File: src/rtl/cache_pkg.sv
// rtl/cache_pkg.sv - shared types and constants for the cache trace driver
package cache_pkg;
  localparam int TRACE_ADDR_W = 48;
  localparam int TRACE_OP_W   = 8;
  localparam int COUNT_W      = 12;

  localparam logic [TRACE_OP_W-1:0] OP_READ  = 8'h52;
  localparam logic [TRACE_OP_W-1:0] OP_WRITE = 8'h57;

  typedef struct packed {
    logic [TRACE_ADDR_W-1:0] addr;
    logic [TRACE_OP_W-1:0]   op;
  } trace_entry_t;

  typedef enum logic [1:0] {
    ST_IDLE,
    ST_FETCH,
    ST_ISSUE,
    ST_DONE
  } drv_state_e;

  function automatic logic op_legal(input logic [TRACE_OP_W-1:0] op);
    return (op == OP_READ) || (op == OP_WRITE);
  endfunction

  // Statistics stick at all-ones instead of wrapping.
  function automatic logic [COUNT_W-1:0] sat_inc(input logic [COUNT_W-1:0] c);
    return (c == {COUNT_W{1'b1}}) ? c : c + 1'b1;
  endfunction
endpackage

File: src/rtl/trace_ram.sv
// rtl/trace_ram.sv - single-write-port trace memory with registered read data
module trace_ram #(
  parameter int DEPTH = 16,
  parameter int WIDTH = 56,
  parameter int PTR_W = $clog2(DEPTH)
) (
  input  logic             clk,
  input  logic             reset,
  input  logic             wr_en,
  input  logic [PTR_W-1:0] wr_idx,
  input  logic [WIDTH-1:0] wr_data,
  input  logic             rd_en,
  input  logic [PTR_W-1:0] rd_idx,
  output logic [WIDTH-1:0] rd_data
);
  logic [WIDTH-1:0] mem [DEPTH];

  always_ff @(posedge clk) begin
    if (wr_en) mem[wr_idx] <= wr_data;
  end

  // Only the read register is reset; array contents stay undefined.
  always_ff @(posedge clk or negedge reset) begin
    if (!reset) rd_data <= '0;
    else if (rd_en) rd_data <= mem[rd_idx];
  end
endmodule

File: src/rtl/cache_trace_driver.sv
// rtl/cache_trace_driver.sv - replays a loaded trace onto the cache request handshake
module cache_trace_driver
  import cache_pkg::*;
#(
  parameter int ADDR_W = TRACE_ADDR_W,
  parameter int OP_W   = TRACE_OP_W,
  parameter int DEPTH  = 16,
  parameter int PTR_W  = $clog2(DEPTH)
) (
  input  logic               clk,
  input  logic               reset,
  input  logic               load_en,
  input  logic [PTR_W-1:0]   load_idx,
  input  logic [ADDR_W-1:0]  load_addr,
  input  logic [OP_W-1:0]    load_op,
  input  logic               start,
  input  logic [PTR_W:0]     num_entries,
  input  logic               loop_en,
  input  logic               abort,
  output logic               req_valid,
  input  logic               req_ready,
  output logic [ADDR_W-1:0]  cache_addr,
  output logic [OP_W-1:0]    cache_op,
  output logic               busy,
  output logic               done,
  output logic [COUNT_W-1:0] issued_count,
  output logic [COUNT_W-1:0] read_count,
  output logic [COUNT_W-1:0] write_count,
  output logic [COUNT_W-1:0] bad_op_count
);
  localparam logic [PTR_W:0] DEPTH_V = (PTR_W+1)'(DEPTH);

  drv_state_e            state;
  logic [PTR_W-1:0]      ptr;
  logic [PTR_W:0]        n_q;
  logic                  loop_q;
  logic                  abort_q;
  logic [ADDR_W+OP_W-1:0] rd_data;
  logic [PTR_W:0]        n_clamped;
  logic [PTR_W:0]        n_last;
  logic                  legal;
  logic                  last;
  logic                  stop;

  // The RAM read register doubles as the request payload register, so the
  // payload only moves in FETCH and is naturally held while ISSUE waits.
  trace_ram #(
    .DEPTH (DEPTH),
    .WIDTH (ADDR_W + OP_W),
    .PTR_W (PTR_W)
  ) u_ram (
    .clk     (clk),
    .reset   (reset),
    .wr_en   (load_en && (state == ST_IDLE)),
    .wr_idx  (load_idx),
    .wr_data ({load_addr, load_op}),
    .rd_en   (state == ST_FETCH),
    .rd_idx  (ptr),
    .rd_data (rd_data)
  );

  assign {cache_addr, cache_op} = rd_data;
  assign legal     = op_legal(cache_op);
  assign req_valid = (state == ST_ISSUE) && legal;
  assign busy      = (state != ST_IDLE);
  assign done      = (state == ST_DONE);
  assign n_clamped = (num_entries > DEPTH_V) ? DEPTH_V : num_entries;
  assign n_last    = n_q - 1'b1;
  assign last      = ({1'b0, ptr} == n_last);
  assign stop      = abort || abort_q;

  always_ff @(posedge clk or negedge reset) begin
    if (!reset) begin
      state        <= ST_IDLE;
      ptr          <= '0;
      n_q          <= '0;
      loop_q       <= 1'b0;
      abort_q      <= 1'b0;
      issued_count <= '0;
      read_count   <= '0;
      write_count  <= '0;
      bad_op_count <= '0;
    end else begin
      case (state)
        ST_IDLE: begin
          if (start) begin
            if (num_entries == '0) begin
              state <= ST_DONE;
            end else begin
              n_q          <= n_clamped;
              loop_q       <= loop_en;
              abort_q      <= 1'b0;
              ptr          <= '0;
              issued_count <= '0;
              read_count   <= '0;
              write_count  <= '0;
              bad_op_count <= '0;
              state        <= ST_FETCH;
            end
          end
        end
        ST_FETCH: state <= abort ? ST_DONE : ST_ISSUE;
        ST_ISSUE: begin
          // Remember an abort seen while waiting; the pending request still completes.
          if (abort) abort_q <= 1'b1;
          if (!legal || req_ready) begin
            if (legal) begin
              issued_count <= sat_inc(issued_count);
              if (cache_op == OP_READ) read_count <= sat_inc(read_count);
              else write_count <= sat_inc(write_count);
            end else begin
              bad_op_count <= sat_inc(bad_op_count);
            end
            if (stop) begin
              state <= ST_DONE;
            end else if (last) begin
              ptr   <= '0;
              state <= loop_q ? ST_FETCH : ST_DONE;
            end else begin
              ptr   <= ptr + 1'b1;
              state <= ST_FETCH;
            end
          end
        end
        ST_DONE: state <= ST_IDLE;
        default: state <= ST_IDLE;
      endcase
    end
  end
endmodule

File: config.mk
export PLATFORM = sky130hd
export DESIGN_NAME = cache_trace_driver
export DESIGN_NICKNAME = d
export VERILOG_FILES = /design/src/rtl/cache_pkg.sv /design/src/rtl/trace_ram.sv /design/src/rtl/cache_trace_driver.sv
export SDC_FILE = /design/constraint.sdc
export NUM_CORES = 1
export LEC_CHECK = 0
export ABC_AREA = 1
export CELL_PAD_IN_SITES_DETAIL_PLACEMENT = 1
export CELL_PAD_IN_SITES_GLOBAL_PLACEMENT = 1
export CORE_MARGIN = 5
export CORE_UTILIZATION = 40
export DETAILED_ROUTE_END_ITERATION = 10
export PLACE_DENSITY = 0.71
export SYNTH_ARGS = -nofsm -noshare
export SYNTH_HDL_FRONTEND = slang
export SYNTH_SLANG_ARGS = --single-unit
File: constraint.sdc
create_clock -name clk -period 6.7 [get_ports clk]
set_input_delay 1.34 -clock clk [delete_from_list [all_inputs] [get_ports clk]]
set_output_delay 1.34 -clock clk [all_outputs]
set_load 0.01 [all_outputs]
## Word-level counts from Yosys, hierarchy flattened

Memory sizes are Yosys's and may differ from the RTL's. A register that Yosys moved wholly into a read port is not among the register bits.
Index checks and enable logic that the tools add are counted.

| word-level totals | value |
|---|---|
| flip-flop bits (word level) | 61 |
| memory bits (writable) | 896 |
| input bits | 72 |
| output and inout port bits | 107 |
| word-level logic and storage cells | 101 |
| memories | 1 |

Memories:

| memory | words | width | read ports | clocked after Yosys merged registers in | wr ports | RTL line | source |
|---|---|---|---|---|---|---|---|
| u_ram.mem | 16 | 56 | 1 | 1 | 1 | trace_ram.sv:16 | `logic [WIDTH-1:0] mem [DEPTH];` |

| cells by class | value |
|---|---|
| $add $sub $neg | 6 |
| $lt $le $gt $ge | 1 |
| equality and inequality tests | 23 |
| mux-type cells | 41 |
| bitwise gates (word level) | 1 |
| reduce and logical (&&, ||, !) cells | 19 |

Operator list:

| operator | count |
|---|---|
| two-way mux 12 bit | 16 |
| case mux 12 bit (2 select lines) | 4 |
| adder 12 x 1 -> 12 bit, second input constant | 4 |
| equality test 12 bit, second input constant | 4 |
| != test 2 bit, second input constant | 12 |
| two-way mux 4 bit | 5 |
| equality test 8 x 7 -> 1 bit, second input constant | 2 |
| AND reduction 7 bit | 2 |
| two-way mux 2 bit | 6 |
| AND reduction 6 bit | 2 |
| case mux 2 bit (4 select lines) | 1 |
| case mux 4 bit (2 select lines) | 1 |
| two-way mux 1 bit | 6 |
| equality test 4 x 5 -> 1 bit | 1 |
| > comparator 5 bit, second input constant | 1 |
| zero test 5 bit | 1 |
| two-way mux 5 bit | 1 |
| AND reduction 5 bit | 1 |
| subtractor 5 x 1 -> 5 bit, second input constant | 1 |
| adder 4 x 1 -> 4 bit, second input constant | 1 |
| equality test 2 bit, second input constant | 2 |
| AND reduction 4 bit | 1 |
| nonzero test 2 bit | 2 |
| logical OR 1 bit | 3 |
| 9 further kinds | 11 |

## Longest topological paths before layout

Gate-level depths: netlist of the first run.

| depth | value |
|---|---|
| word-level depth | 6 |
| depth in mapped cells | 12 |
| mapped depth without buffers | 12 |

## Modules after synthesis

A second synthesis of the first run with hierarchy kept.

| second synthesis, totals | value |
|---|---|
| cell total of the unflattened synthesis | 3808 |
| area total of the unflattened synthesis | 42235.5 µm² |

By module, submodules not included:

| module | instances | cells each | area an instance (µm²) | sequential area each (µm²) |
|---|---|---|---|---|
| trace_ram | 1 | 3199 | 38162.9 | 28307.1 |
| cache_trace_driver | 1 | 609 | 4072.7 | 1526.5 |

## Worst setup path before layout of the first run

Ideal clock, no wire load.

| path | value |
|---|---|
| path type | input to register |
| start point | input port load_en |
| end point | memory u_ram.mem[0][0] (enable) |
| library setup time | 0.470 ns |
| data arrival time | 4.061 ns |
| data required time | 6.230 ns |
| path slack | 2.169 ns |
| cell stages on the path | 4 |
| buffers on the path | 0 |
| cell sequence | inv_1 > nor2_1 > nand3_1 > nor2_1 |

| between the ends | value |
|---|---|
| longest elaborated chain between the ends | 3 |

Ends and longest elaborated chain:

| what | RTL line | source |
|---|---|---|
| start: declaration | cache_trace_driver.sv:12 | `input logic load_en,` |
| logical AND 1 bit | cache_trace_driver.sv:54 | `.wr_en (load_en && (state == ST_IDLE)),` |
| two-way mux 1 bit | trace_ram.sv:19 | `if (wr_en) mem[wr_idx] <= wr_data;` |
| two-way mux 1 bit (implied by the code) | trace_ram.sv:19 |  |
| end: declaration | trace_ram.sv:16 |  |

Every way passes these cells.

## Worst setup path in the final report of the first run

| path | value |
|---|---|
| start point | register u_ram.rd_data[7], read port of u_ram.mem |
| end point | output port req_valid |

| between the ends | value |
|---|---|
| longest elaborated chain between the ends | 3 |
| elaborated cells between the ends (all ways) | 4 |
| those cells by class | 2 x eq/ne; 2 x reduce/logical |

Ends and longest elaborated chain:

| what | RTL line | source |
|---|---|---|
| start: declaration | trace_ram.sv:14 | `output logic [WIDTH-1:0] rd_data` |
| equality test 8 x 7 -> 1 bit | cache_pkg.sv:23 | `return (op == OP_READ) \|\| (op == OP_WRITE);` |
| logical OR 1 bit (*) | cache_pkg.sv:23 |  |
| logical AND 1 bit (*) | cache_trace_driver.sv:64 | `assign req_valid = (state == ST_ISSUE) && legal;` |
| end: declaration | cache_trace_driver.sv:20 | `output logic req_valid,` |

Every way passes the cells marked *; elsewhere a longest branch is shown, timed or not.

==> results of run 1 <==
worst max-delay path, delay by kind of cell (launching register included):
family                 cells  cell delay, ns
AND/OR/NAND/NOR            4            0.90
buffers and inverters      2            0.89
flip-flops                 1            0.41
kinds of logic after synthesis:
logic type                 after synthesis  share of synthesized area [%]
and+or+nand+nor                       1344                           13.1
DFF                                   1013                           73.0
AOI/OAI and AO/OA                      607                           7.86
buffers and inverters                  234                           2.53
muxes                                  110                           2.69
xor gates and xnor gates                30                          0.643
adders and majority gates                6                          0.184
layer usage:
layer | up-vias | share of wire (%)
met1 | 14100 | 44
met3 | 130 | 6.5
li1 | 12100 | -
met5 | - | 0.017
met2 | 834 | 48
met4 | 2 | 1.7
power breakdown:
group	switching (W)	total, W	internal, W
clock	0.00251	0.00591	0.00340
sequential	0.000265	0.00746	0.00719
combinational	0.00238	0.00349	0.00111
total	0.00515	0.0169	0.0117
flip-flops by register name, summed over array words and instances (netlist names), 2 cells and up:
signal         cells
read_count        12
n_q                5
state              2
ptr                4
issued_count      12
u_ram.rd_data     56
bad_op_count      12
u_ram.mem        896
write_count       12
final cells by class:
| cell class | count | area share [%] |
|---|---|---|
| timing repair buffer | 215 | 4.52 |
| clock inverter | 62 | 1.40 |
| inverter | 45 | 0.392 |
| sequential | 1013 | 62.8 |
| antenna | 3 | 0.0158 |
| tap | 1368 | 3.60 |
| clock buffer | 133 | 5.90 |
| multi-input combinational | 2097 | 21.4 |
stage by stage:
step                      setup WS, ns  std cells
after CTS                         2.44       4933
after global placement            2.10       4738
final                             2.49       4936
after floorplan                   2.17       3344
after global routing              2.33       4933
after detailed placement          2.05       4738
cell usage in the layout (no fill, tap or decap), types with 10 or more instances in the layout:
cell type	count
nor2_4	19
edfxtp_1	896
nand3_1	120
nand4_1	10
clkinv_1	15
buf_4	30
clkbuf_16	106
clkbuf_1	22
o21ai_1	12
bufinv_16	11
o21ai_0	353
nor2_1	416
inv_1	36
xor2_1	26
mux2i_1	110
a21oi_1	119
o22ai_1	112
dfrtp_1	114
nand2_1	743
clkinv_2	21
clkdlybuf4s50_1	177
how the worst max path moves through the flow:
stage | from | end | slack [ns] | depth (start not counted)
floorplan | load_en | u_ram.mem[0][0] | 2.17 | 4
global placement | load_en | u_ram.mem[7][7] | 2.10 | 6
detailed placement | load_en | u_ram.mem[7][10] | 2.05 | 6
CTS | u_ram.rd_data[7] | req_valid | 2.44 | 6
global route | u_ram.rd_data[7] | req_valid | 2.33 | 6
finish | u_ram.rd_data[7] | req_valid | 2.49 | 6
==> metrics.md, run 1 <==
| Metric | Value |
|---|---|
| CP max FO | 3 |
| Clk_skew | 0.0257 ns |
| DRC viols | 0 |
| Area growth from synthesis to layout | 16.3% |
| Largest net degree at the start of global routing | 175 |
| Detailed Route WL | 120 mm |
| Min Clock Period, post-route | 4.21 ns |
| Global-route wire length before repair | 180 mm |
| Buffers on Ports | 178 |
| CP Launch Type | flop |
| Antenna viol nets, final | 0 |
| H-Tree Depth | 3 |
| Endpoint, Worst Hold | u_ram.rd_data[48] |
| Clk slew on worst S/H paths | 0.06 ns |
| Critical Path End Type | output port |
| Mapped Cells | 3,344 |
| Setup Buffers After CTS | 0 |
| Fin util | 46.8% |
| CTS Buf Count | 104 |
| Area of the multi-input gates | 10,100 µm² |
| Overall Power | 0.0169 W |
| FF/Latch Area | 29,800 µm² |
| Top Usage Layer GRT | met2 |
| Crit Path Class | flop to output port |
| PD cells | 355 nW/µm² |
| Number of synthesized flops with an enable pin | 896 |
| Register area share after synthesis | 73.0% |
| Hold-fix buffer count after cts | 0 |
| Vias per std cell | 5.52 |
| CP Data Arrival Time | 2.87 ns |
| WP data required | 5.36 ns |
| Resized Gates After CTS | 0 |
| Achievable Freq | 0.237 GHz |
| Final setup violation count | 0 |
| Synth Cell Area | 40,900 µm² |
| Worst slew pin tran | 1.22 ns |
| Hold Violations, Final | 0 |
| Worst slew margin | 18.5% |
| Top-count cell post-synth | edfxtp_1 |
| Layout Nets | 3,554 |
| M3 GR Usage | 3.78% |
| Critical R2R Launch | ptr[1] |
| Hold Crit Start | u_ram.rd_data[48] |
| Vias in the first global route | 28.5k |
| Mean Syn Cell Area | 12.2 µm² |
| Final Cell Area | 47,500 µm² |
| Worst-skew pair later-pin latency | 0.69 ns |
| DRT iter0 DRCs | 2,675 |
| Die H | 330 µm |
| Status | complete, no violations |
| Clk buf depth | 3 |
| Root buffer cell | clkbuf_16 |
| Peak per-stage delay on the critical path | 0.61 ns |
| Asr flop ratio synth | 11.5% |
| Hold WC Path Type | flop to flop |
| Post-synth top area share | 65.8% |
| Cell Chain, Critical Path | nor2_1 > nand3_1 > inv_1 > nand2_1 > nor2_1 > clkdlybuf4s50_1 |
| Cell with the biggest individual delay on the critical path | clkdlybuf4s50_1 |
| R2R cell count | 8 |
| Fill cell count | 10.5k |
| Max VDD drop | 0.248 mV |
| Vias | 27.2k |
| GRT met1 Usage | 30.3% |
| Clk sinks | 1,013 |
| DRT Pass-1 Iters | 5 |
| Fin crit share | 62.9% |
| Cell area after placement | 44,000 µm² |
| Gr ovfl total | 0 |
| GR Util met2 | 35.9% |
| Die area | 109,000 µm² |
| Boundary Pins | 179 |
| Worst hold stages | 2 |
| Die Wd | 330 µm |
| Reg-to-reg slack, setup | 2.89 ns |
| Layout cells sized above 1 | 7.10% |
| Routed wire per std cell | 24.3 µm |
| Most area-hungry cell type in the Yosys netlist | edfxtp_1 |
| Row count | 117 |
| Synth top cells by count | edfxtp_1 (896), nand2_1 (745), nor2_1 (433) |
| Post-synthesis cell type count | 41 |
| Register bit total from synthesis | 1,013 |
| Final setup TNS | 0 ns |
| Number of max-cap violations | 0 |
| Post-Syn Nets | 3,422 |
| Initial core utilization | 40.2% |
| Pins over their slew limit | 0 |
| YS warnings | 0 |
| Placer Congestion | 0.792 |
| Core ar. | 102,000 µm² |
| RSZ-0062 raised after global routing | false |
| Leakage | 16.7 nW |
| Most frequent cell on the critical path | nor2_1 |
| Worst hold margin | 0.480 ns |
| Initial antenna violation count | 6 |
| End of the worst register-to-register path | u_ram.rd_data[55] |
| Area contributors post-synth | edfxtp_1 (66%), dfrtp_1 (7.2%), nand2_1 (6.8%) |
| Dominant synthesized flop cell | edfxtp_1 |
| CTS tree | built |
| Post-DP HPWL | 67.0 mm |
| Overall routing resource usage | 21.7% |
Power figures use the tool's default switching activity.
==> run 2, diff against run 1 <==
--- a/config.mk
+++ b/config.mk
@@ -11,7 +11,7 @@
 export CORE_MARGIN = 5
 export CORE_UTILIZATION = 40
 export DETAILED_ROUTE_END_ITERATION = 10
-export PLACE_DENSITY = 0.71
+export PLACE_DENSITY = 0.74
 export SYNTH_ARGS = -nofsm -noshare
 export SYNTH_HDL_FRONTEND = slang
 export SYNTH_SLANG_ARGS = --single-unit
==> constraint.sdc (replaced) <==
create_clock -name clk -period 3.5 [get_ports clk]
set_input_delay 0.7 -clock clk [delete_from_list [all_inputs] [get_ports clk]]
set_output_delay 0.7 -clock clk [all_outputs]
set_load 0.01 [all_outputs]
==> metrics.md, run 2 (synthesis gave the netlist of run 1 again) <==
| Metric | Value |
|---|---|
| Status | complete, no violations (unchanged) |
| Boundary Pins | 179 (unchanged) |
| Setup WS post-layout | 0.270 ns (was 2.49 ns) |
| PD cells | 681 nW/µm² (was 355 nW/µm²) |
| Switching share of power | 29.9% (was 30.6%) |
| DP Worst Slack | 0.0364 ns (was 2.05 ns) |
| Crit Path Class | flop to output port (unchanged) |
| Largest register FFs | 896 (unchanged) |
| Post-DP HPWL | 68.1 mm (was 67.0 mm) |
| CTS tree | built (unchanged) |
| CP top delay family | buffers and inverters (was simple AND/OR/NAND/NOR gates) |
| Vias per std cell | 5.48 (was 5.52) |
| Fin crit share | 92.3% |
| Largest net degree at the start of global routing | 162 (was 175) |
| Buffers on Ports | 178 (unchanged) |
| Endpoint, Worst Hold | u_ram.rd_data[47] (was u_ram.rd_data[48]) |
| Achievable Freq | 0.310 GHz |
| Switch Pwr | 0.00981 W (was 0.00515 W) |
| Routed met1 length | 49.7 mm (was 52.8 mm) |
| Initial core utilization | 40.2% (unchanged) |
| Int Power | 0.0230 W (was 0.0117 W) |
| Global-route wire length before repair | 179 mm (was 180 mm) |
| WL met2 | 59.1 mm (was 57.3 mm) |
| Worst hold stages | 2 (unchanged) |
| WP data required | 2.80 ns (was 5.36 ns) |
| Most common cell after layout, fill and taps aside | edfxtp_1 (unchanged) |
| Met3 WL | 7.13 mm (was 7.75 mm) |
| DRT Pass-1 Iters | 5 (unchanged) |
| Commonest non-fill, non-tap cells in the layout | edfxtp_1 (896), nand2_1 (743), nor2_1 (416) (unchanged) |
| Reg with most FFs | u_ram.mem (unchanged) |
| Vias | 27.3k (was 27.2k) |
| Max VDD drop | 0.522 mV (was 0.248 mV) |
| Clk sinks | 1,013 (unchanged) |
| Layout cells sized above 1 | 7.96% (was 7.10%) |
| Min Clock Period, post-route | 3.23 ns |
| Cell Chain, Critical Path | nor2_1 > nand3_2 > inv_1 > nand2_1 > nor2_1 > clkdlybuf4s50_1 (was nor2_1 > nand3_1 > inv_1 > nand2_1 > nor2_1 > clkdlybuf4s50_1) |
| Final setup TNS | 0 ns (unchanged) |
| Area growth from synthesis to layout | 17.8% (was 16.3%) |
| Peak per-stage delay on the critical path | 0.60 ns (was 0.61 ns) |
| Initial antenna violation count | 1 (was 6) |
| Largest regs | u_ram.mem: 896 flops, u_ram.rd_data: 56 flops (unchanged) |
| DRT iter0 DRCs | 2,281 (was 2,675) |
| CP Data Arrival Time | 2.53 ns (was 2.87 ns) |
| Critical Path End Type | output port (unchanged) |
| Top Layer Used | met4 (was met5) |
| Hold WC Path Type | flop to flop (unchanged) |
| Routed wire per std cell | 23.8 µm (was 24.3 µm) |
| Cell with the biggest individual delay on the critical path | clkdlybuf4s50_1 (unchanged) |
| Hold Crit Start | u_ram.rd_data[47] (was u_ram.rd_data[48]) |
| Placer Congestion | 0.773 (was 0.792) |
| CTS Buf Count | 105 (was 104) |
| Layout Nets | 3,593 (was 3,554) |
| Sequential share of power | 43.3% (was 44.2%) |
| Worst slew margin | 32.7% (was 18.5%) |
| Detailed Route WL | 119 mm (was 120 mm) |
| Clk_skew | 0.0258 ns (was 0.0257 ns) |
| Pins over their slew limit | 0 (unchanged) |
| Reg-to-reg slack, setup | 0.51 ns (was 2.89 ns) |
| Row count | 117 (unchanged) |
| Gr ovfl total | 0 (unchanged) |
| Clock power frac | 35.8% (was 35.1%) |
| R2R cell count | 7 (was 8) |
| Die area | 109,000 µm² (unchanged) |
| DRC viols | 0 (unchanged) |
| Leakage | 17.0 nW (was 16.7 nW) |
| Die H | 330 µm (unchanged) |
| Critical path depth in cells | 6 (unchanged) |
| Clk slew on worst S/H paths | 0.06 ns (about the same) |
| H-Tree Depth | 3 (unchanged) |
| Root buffer cell | clkbuf_16 (unchanged) |
| Overall Power | 0.0328 W (was 0.0169 W) |
| CP Launch Type | flop (unchanged) |
| WP buf/inv | 2 (unchanged) |
| Worst-skew pair later-pin latency | 0.68 ns (was 0.69 ns) |
| Overall routing resource usage | 21.5% (was 21.7%) |
| Core ar. | 102,000 µm² (unchanged) |
| Clk buf depth | 3 (unchanged) |
| End of the worst register-to-register path | u_ram.mem[10][38] (was u_ram.rd_data[55]) |
| CP max FO | 3 (unchanged) |
| Worst slew pin tran | 1.01 ns (was 1.22 ns) |
| Hold Violations, Final | 0 (unchanged) |
| Number of max-cap violations | 0 (unchanged) |
| Die Wd | 330 µm (unchanged) |
| Most frequent cell on the critical path | nor2_1 (unchanged) |
| Critical R2R Launch | state[1] (was ptr[1]) |
| RSZ-0062 raised after global routing | false (unchanged) |
| Vias in the first global route | 29.5k (was 28.5k) |
| Final setup violation count | 0 (unchanged) |
| Antenna viol nets, final | 0 (unchanged) |
| Comb power frac | 21.0% (was 20.7%) |
## run 2: worst max path at each step
stage	endpoint	start	slack, ns
2_1_floorplan	u_ram.mem[0][0]	load_en	-0.39
4_1_cts	req_valid	u_ram.rd_data[7]	0.04
3_3_place_gp	u_ram.mem[6][51]	load_en	0.1
5_1_grt	req_valid	u_ram.rd_data[7]	0.11
3_5_place_dp	u_ram.mem[10][38]	load_en	0.04
6_report	req_valid	u_ram.rd_data[5]	0.27
## run 2: metal layers
metal,track usage [%],vias up
li1,-,12200
met3,3.79,181
met4,6.31,0
met5,0,-
met1,27.9,14100
met2,37.1,806
## run 2: repair_timing
item                                    4_1_cts  5_1_grt
hold buffers                                  1        0
endpoints found under the setup margin        0        1
gates resized for setup                       0        1
buffers inserted                              0        0
endpoints found under the hold margin        46        0
## run 2: metrics by stage
step	cell area [µm²]	instances	hold slack [ns]	utilization (%)
floorplan	40900	3344	0.404	-
global placement	44600	4775	0.462	43.9
detailed placement	44600	4775	0.467	43.9
CTS	48200	4972	0.483	47.4
global route	48200	4972	0.506	47.4
finish	48200	4973	0.481	47.4
## run 2: worst min-delay path, stage by stage, from the launching register on
cell,delay (ns)
dfrtp_1,0.34
nand2_1,0.05
nand2_1,0.05
## run 2: layout make-up
cell class / instances / area (µm²)
Fill cell: 10500 / 53400
Sequential cell: 1013 / 29800
Multi-Input combinational cell: 2097 / 10200
Clock buffer: 134 / 2850
Timing Repair Buffer: 253 / 2670
Tap cell: 1368 / 1710
Clock inverter: 62 / 742
Inverter: 45 / 185
Antenna cell: 1 / 2.50
## run 2: power groups by stage
stage	clock network [W]	logic [W]	registers, W
floorplan	0	0.00380	0.0145
global placement	0	0.00660	0.0144
detailed placement	0	0.00683	0.0144
CTS	0.0119	0.00694	0.0142
global route	0.0124	0.00751	0.0143
finish	0.0117	0.00688	0.0142
